File: src/rtl/trace_merge_arbiter.sv
// Merges NUM_SOURCES trace streams into one tagged stream: round-robin with bounded bursts.
// Latency: one cycle from source accept to out_valid through a single output register.
// Backpressure: out_ready low freezes arbitration and holds the output record; src_ready stays low.

package trace_pkg;
    localparam int TRACE_RECORD_WIDTH = 32;
endpackage

module trace_merge_arbiter #(
    parameter int NUM_SOURCES  = 4,
    parameter int RECORD_WIDTH = trace_pkg::TRACE_RECORD_WIDTH,
    parameter int MAX_BURST    = 4,
    localparam int SRC_ID_WIDTH = $clog2(NUM_SOURCES)
) (
    input  logic                                clk,
    input  logic                                rst_n,
    input  logic [NUM_SOURCES-1:0]              src_enable,
    input  logic [NUM_SOURCES-1:0]              src_valid,
    output logic [NUM_SOURCES-1:0]              src_ready,
    input  logic [NUM_SOURCES*RECORD_WIDTH-1:0] src_data,
    output logic                                out_valid,
    input  logic                                out_ready,
    output logic [RECORD_WIDTH-1:0]             out_data,
    output logic [SRC_ID_WIDTH-1:0]             out_src_id,
    output logic [NUM_SOURCES*32-1:0]           grant_count,
    output logic                                arb_idle
);

    localparam int BURST_W = $clog2(MAX_BURST + 1);

    typedef enum logic {
        IDLE = 1'b0,
        HOLD = 1'b1
    } state_t;

    state_t                   state_q;
    state_t                   state_d;
    logic [SRC_ID_WIDTH-1:0]  owner;
    logic [BURST_W-1:0]       burst_cnt;
    logic [NUM_SOURCES-1:0]   eligible;
    logic                     slot_open;
    logic                     win_vld;
    logic [SRC_ID_WIDTH-1:0]  win_id;
    logic                     xfer;
    int                       idx;

    assign eligible  = src_valid & src_enable;
    assign slot_open = !out_valid || out_ready;
    assign xfer      = slot_open && win_vld;

    // Owner keeps the grant until its burst is spent; the search visits owner last.
    always_comb begin
        win_vld = 1'b0;
        win_id  = '0;
        idx     = 0;
        if (state_q == HOLD && eligible[owner] && burst_cnt < BURST_W'(MAX_BURST)) begin
            win_vld = 1'b1;
            win_id  = owner;
        end else begin
            for (int k = 1; k <= NUM_SOURCES; k++) begin
                idx = (int'(owner) + k) % NUM_SOURCES;
                if (!win_vld && eligible[idx[SRC_ID_WIDTH-1:0]]) begin
                    win_vld = 1'b1;
                    win_id  = idx[SRC_ID_WIDTH-1:0];
                end
            end
        end
    end

    always_ff @(posedge clk or negedge rst_n) begin
        if (!rst_n) begin
            state_q <= IDLE;
        end else begin
            state_q <= state_d;
        end
    end

    always_comb begin
        state_d = state_q;
        if (slot_open) begin
            state_d = win_vld ? HOLD : IDLE;
        end
    end

    always_comb begin
        src_ready = '0;
        if (rst_n && xfer) begin
            src_ready[win_id] = 1'b1;
        end
        arb_idle = (state_q == IDLE) && !out_valid;
    end

    // Owner doubles as the round-robin pointer, so it is retained through IDLE.
    always_ff @(posedge clk or negedge rst_n) begin
        if (!rst_n) begin
            owner     <= SRC_ID_WIDTH'(NUM_SOURCES - 1);
            burst_cnt <= '0;
        end else if (xfer) begin
            if (state_q == HOLD && win_id == owner) begin
                burst_cnt <= burst_cnt + BURST_W'(1);
            end else begin
                owner     <= win_id;
                burst_cnt <= BURST_W'(1);
            end
        end
    end

    always_ff @(posedge clk or negedge rst_n) begin
        if (!rst_n) begin
            out_valid  <= 1'b0;
            out_data   <= '0;
            out_src_id <= '0;
        end else if (xfer) begin
            out_valid  <= 1'b1;
            out_data   <= src_data[int'(win_id)*RECORD_WIDTH +: RECORD_WIDTH];
            out_src_id <= win_id;
        end else if (out_ready) begin
            out_valid  <= 1'b0;
        end
    end

    always_ff @(posedge clk or negedge rst_n) begin
        if (!rst_n) begin
            grant_count <= '0;
        end else begin
            for (int i = 0; i < NUM_SOURCES; i++) begin
                if (xfer && win_id == SRC_ID_WIDTH'(i)) begin
                    grant_count[i*32 +: 32] <= grant_count[i*32 +: 32] + 32'd1;
                end
            end
        end
    end

endmodule

File: config.mk
export PLATFORM = sky130hd
export DESIGN_NAME = trace_merge_arbiter
export DESIGN_NICKNAME = d
export VERILOG_FILES = /design/src/rtl/trace_merge_arbiter.sv
export SDC_FILE = /design/constraint.sdc
export NUM_CORES = 1
export LEC_CHECK = 0
export ABC_CLOCK_PERIOD_IN_PS = 7400
export CORE_UTILIZATION = 40
export CTS_CLUSTER_SIZE = 8
export DETAILED_ROUTE_END_ITERATION = 8
export PLACE_DENSITY = 0.7
export SYNTH_ARGS = -nofsm -noshare
export SYNTH_HDL_FRONTEND = slang
export SYNTH_SLANG_ARGS = --single-unit
File: constraint.sdc
create_clock -name clk -period 7.4 [get_ports clk]
set_clock_uncertainty 0.1 [all_clocks]
set_input_delay 1.11 -clock clk [delete_from_list [all_inputs] [get_ports clk]]
set_output_delay 1.11 -clock clk [all_outputs]
set_load 0.005 [all_outputs]
# After elaboration in Yosys (flattened, before gate mapping)
# Cells that the tools add are included.
# classes
addsub,9
order_cmp,8
n_eq_ne,4
n_shift,1
n_mux,30
bitwise_logic,3
n_reduce_logical,22
# ops
op,count
$add 32x1->32 const B,4
$shiftx 128x8->32,1
$lt 2x3->1 const B,6
$mux 1,17
$logic_and 1x1->1,14
$bmux 1 s2,5
$mux 2,5
$add 2x1->2 const B,2
$add 2x2->2 const B,2
$and 4x4->4,1
$eq 2x2->1 const B,2
$logic_not 1->1,4
$mux 4,1
$add 3x1->3 const B,1
$lt 3x3->1 const B,1
$mux 3,1
$demux 1 s2,1
$eq 2x1->1 const B,1
$eq 2x2->1,1
$ge 2x1->1 const B,1
$logic_not 2->1,1
$not 1->1,2
$reduce_and 2->1,1
$reduce_bool 2->1,1
$logic_or 1x1->1,1
# totals
register_bits,169
inputBits,139
out_inout_bits,168
word_cells,87

# Longest topological paths before layout
# depth
ltp_word,23
depth_mapped,11
ltp_nobuf,7

# Worst setup path before layout
# No wires, ideal clock.
# synth_timing
path_type,input to output
start,input port src_valid[2]
end,output port src_ready[2]
arrival_ns,3.143
required_time_ns,6.190
slack_ns,3.047
path_stages,8
path_buffers,3
cell_sequence,nand2_1 mux4_2 a31oi_4 mux2i_1 buf_4 buf_1 buf_1 nor4_1
# synth_via
elab_chain_cells,22
elab_cells_between_ends,40
cone_classes,order compare (2); mux (26); bitwise (1); reduce/logical (11)
# synth_lines
item,line,source
start: declaration,18,"input logic [NUM_SOURCES-1:0] src_valid,"
$and 4x4->4 (*),47,assign eligible = src_valid & src_enable;
$bmux 1 s2,62,if (!win_vld && eligible[idx[SRC_ID_WIDTH-1:0]]) begin
$mux 1 (implied by the code),62,
$mux 1,62,
$mux 1,56,if (state_q == HOLD && eligible[owner] && burst_cnt < BURST_W'(MAX_BURST)) begin
$logic_not 1->1,62,
$logic_and 1x1->1,62,
$mux 1,62,
[6 not listed],n/a,
$logic_and 1x1->1,62,
$mux 2,62,
$mux 2,56,
$lt 2x3->1 (implied by the code) or $ge 2x1->1 (tied branches),88,src_ready[win_id] = 1'b1;
$logic_and 1x1->1 (implied by the code),88,
$mux 1 (implied by the code),88,
$demux 1 s2,88,
$mux 4 (*),87,if (rst_n && xfer) begin
end: declaration,19,"output logic [NUM_SOURCES-1:0] src_ready,"
# Every way passes the cells marked *; elsewhere a longest branch is shown, timed or not. The select of a mux whose other input is x is not followed.

# Worst setup path after layout
# layout_timing
start,input port src_valid[1]
end,output port src_ready[1]
# Same word-level chain as after synthesis.

==> results_dict.tcl <==
set metrics [dict create \
    clockBufferDepth 2 \
    cts_sinks 169 \
    fmax_ghz 0.183 \
    power.density_nw_per_um2 280 \
    fin_nets 1218 \
    cts_tree "done" \
    vias_per_cell 5.38 \
    start_util 0.411 \
    drive_gt1_frac 0.0958 \
    synth.distinct_cells 53 \
    cp-end-kind "primary output" \
    nFillCells 1772 \
    leakagePower_uw 0.00501 \
    vdd_drop_max_mv 0.179 \
    maxCapViolCount 0 \
    syn_area_um2 8390 \
    hold_class "reg2reg" \
    die_w_um 147 \
    slew_headroom 0.315 \
    numCtsBuffers 17 \
    gp_congestion 0.888 \
    finalCritPeriodShare 0.737 \
    start_kind "primary input" \
    yosysWarnings 0 \
    io_buffers 306 \
    syn_area_per_cell_um2 10.7 \
    synth-seq-area-share 0.504 \
    track_usage 0.237 \
    grt_pass1_vias 7382 \
    wl_per_cell_um 18.4 \
    dr.pass1.iters 5 \
    ys_ff_latch 169 \
    die_h_um 147 \
    multi_input_area_um2 3950 \
    async_flop_share 1.00 \
    drt-initial-drc-count 303 \
    area_delta_synth_final_pct 46.1 \
    cp_max_fo 47 \
    postCtsHoldBufs 0 \
    syn_nets 925 \
    regArea_um2 4230 \
    clk_latency_ns 0.41 \
    critPathKind "in2out" \
    hold_viol 0 \
    cts.clk_slew.worst_paths_ns 0.06 \
    ctsResizeCount 0 \
    final_common_cell "clkdlybuf4s50_1" \
    antenna_found_initial 0 \
    synthCells 781 \
    final_antenna_net_count 0 \
    final_max_slew_viol_count 0 \
    htree_num_levels 4 \
    ios 307 \
    final_cells 1356 \
    vias 7291 \
    tightest_slew_ns 1.02 \
    finalSetupViolCount 0 \
    setup_tns_ns 0 \
    postCtsSetupRepairBufs 0 \
    rsz0062_at_grt "false" \
    core-area_um2 20400 \
    status "finished, final reports clean" \
    rows 52 \
    synth-edff-count 0 \
    grt_pass1_wl_mm 40.0 \
    min_period_ns 5.45 \
    antenna_cells 0 \
    grt_overflow 0 \
    wirelength_mm 24.9 \
    synth_flop_cell "dfrtp_1" \
    cts-root-buf "clkbuf_16" \
    dp_hpwl_mm 18.0 \
    fin_total_pwr_uw 3430 \
    drt_drc_violations_left 0 \
    grt_max_degree 75 \
    die_area_um2 21600 \
    dp.cells 1325 \
    layout_common_cells "clkdlybuf4s50_1, dfrtp_1, xnor2_1" \
    cp.arrival_ns 4.24 \
    required_ns 6.19 \
]
Yosys cell counts (all sizes together) (4+ instances only):
| master | n | area [um2] |
|---|---|---|
| nand4 | 45 | 282 |
| nor3 | 21 | 125 |
| buf | 23 | 120 |
| a21oi | 35 | 175 |
| dfrtp | 167 | 4180 |
| nor2 | 24 | 90.1 |
| and4 | 16 | 140 |
| xnor2 | 82 | 718 |
| nor4 | 24 | 211 |
| inv | 13 | 48.8 |
| ha | 5 | 62.6 |
| xor2 | 43 | 377 |
| o21ai | 4 | 23.8 |
| and2 | 8 | 50.1 |
| nand3 | 46 | 235 |
| clkbuf | 18 | 67.6 |
| nand2 | 50 | 188 |
| and3 | 24 | 150 |
| o22ai | 64 | 400 |
| mux2 | 37 | 417 |
cell type report:
cell class                 count  share of cell area
sequential                   169               0.345
multi-input combinational    558               0.322
timing repair buffer         315               0.255
clock buffer                  19              0.0369
tap                          270              0.0275
clock inverter                12             0.00949
inverter                      13             0.00398
routing by layer:
layer / vias to the layer above / GRT usage / part of all wire / wire, um
met1: 3556 / 0.302 / 0.43 / 10700
met4: 0 / 0.0807 / 0.024 / 600
met5: - / 0 / 0 / 0
met3: 38 / 0.0630 / 0.066 / 1660
met2: 250 / 0.391 / 0.48 / 11900
li1: 3447 / - / - / -
through the flow:
| stage | hold slack [ns] | setup slack (ns) | cell area (um2) | utilization |
|---|---|---|---|---|
| after floorplan | 0.343 | 3.05 | 8390 | - |
| after global placement | 0.357 | 2.01 | 11700 | 0.573 |
| after detailed placement | 0.368 | 1.96 | 11700 | 0.573 |
| after CTS | 0.376 | 1.96 | 12300 | 0.600 |
| after global routing | 0.396 | 1.80 | 12300 | 0.600 |
| final | 0.369 | 1.95 | 12300 | 0.600 |
cells by family after synthesis:
| family | after synthesis | synth area share |
|---|---|---|
| mux | 40 | 0.0547 |
| compound gates | 119 | 0.0894 |
| flops | 169 | 0.504 |
| fa+ha+maj | 5 | 0.00745 |
| buf+inv | 54 | 0.0282 |
| simple gates | 269 | 0.186 |
| xor+xnor | 125 | 0.130 |
worst max-delay path: stages:
cell,delay [ns]
clkdlybuf4s50_1,0.53
nand2_1,0.12
mux4_2,0.54
a31oi_4,0.26
mux2i_4,0.28
buf_4,0.53
nand3_1,0.20
nor2_1,0.14
clkdlybuf4s50_1,0.51
power breakdown:
group	internal [uW]	total, uW	switching [uW]
Combinational	669	1320	652
Clock	485	862	378
Sequential	1090	1250	160
Total	2250	3430	1190
path summary, 6_finish.rpt:
| check | startpoint | end | slack (ns) | depth (start not counted) |
|---|---|---|---|---|
| hold / removal | grant_count[127] | grant_count[127] | 0.37 | 1 |
| setup reg to reg | owner[0] | grant_count[62] | 3.79 | 9 |
| min in group asynchronous | rst_n | grant_count[79] | 0.51 | 1 |
| setup / recovery | src_valid[1] | src_ready[1] | 1.95 | 9 |
| max in group asynchronous | rst_n | grant_count[34] | 5.44 | 2 |
| hold reg to reg | grant_count[127] | grant_count[127] | 0.37 | 1 |
state kept, by name (all words and copies together) (netlist names):
register	cells
burst_cnt	3
grant_count	128
out_data	32
out_src_id	2
out_valid	1
owner	2
state_q	1
Note: power is estimated with default switching activity, not from simulation.
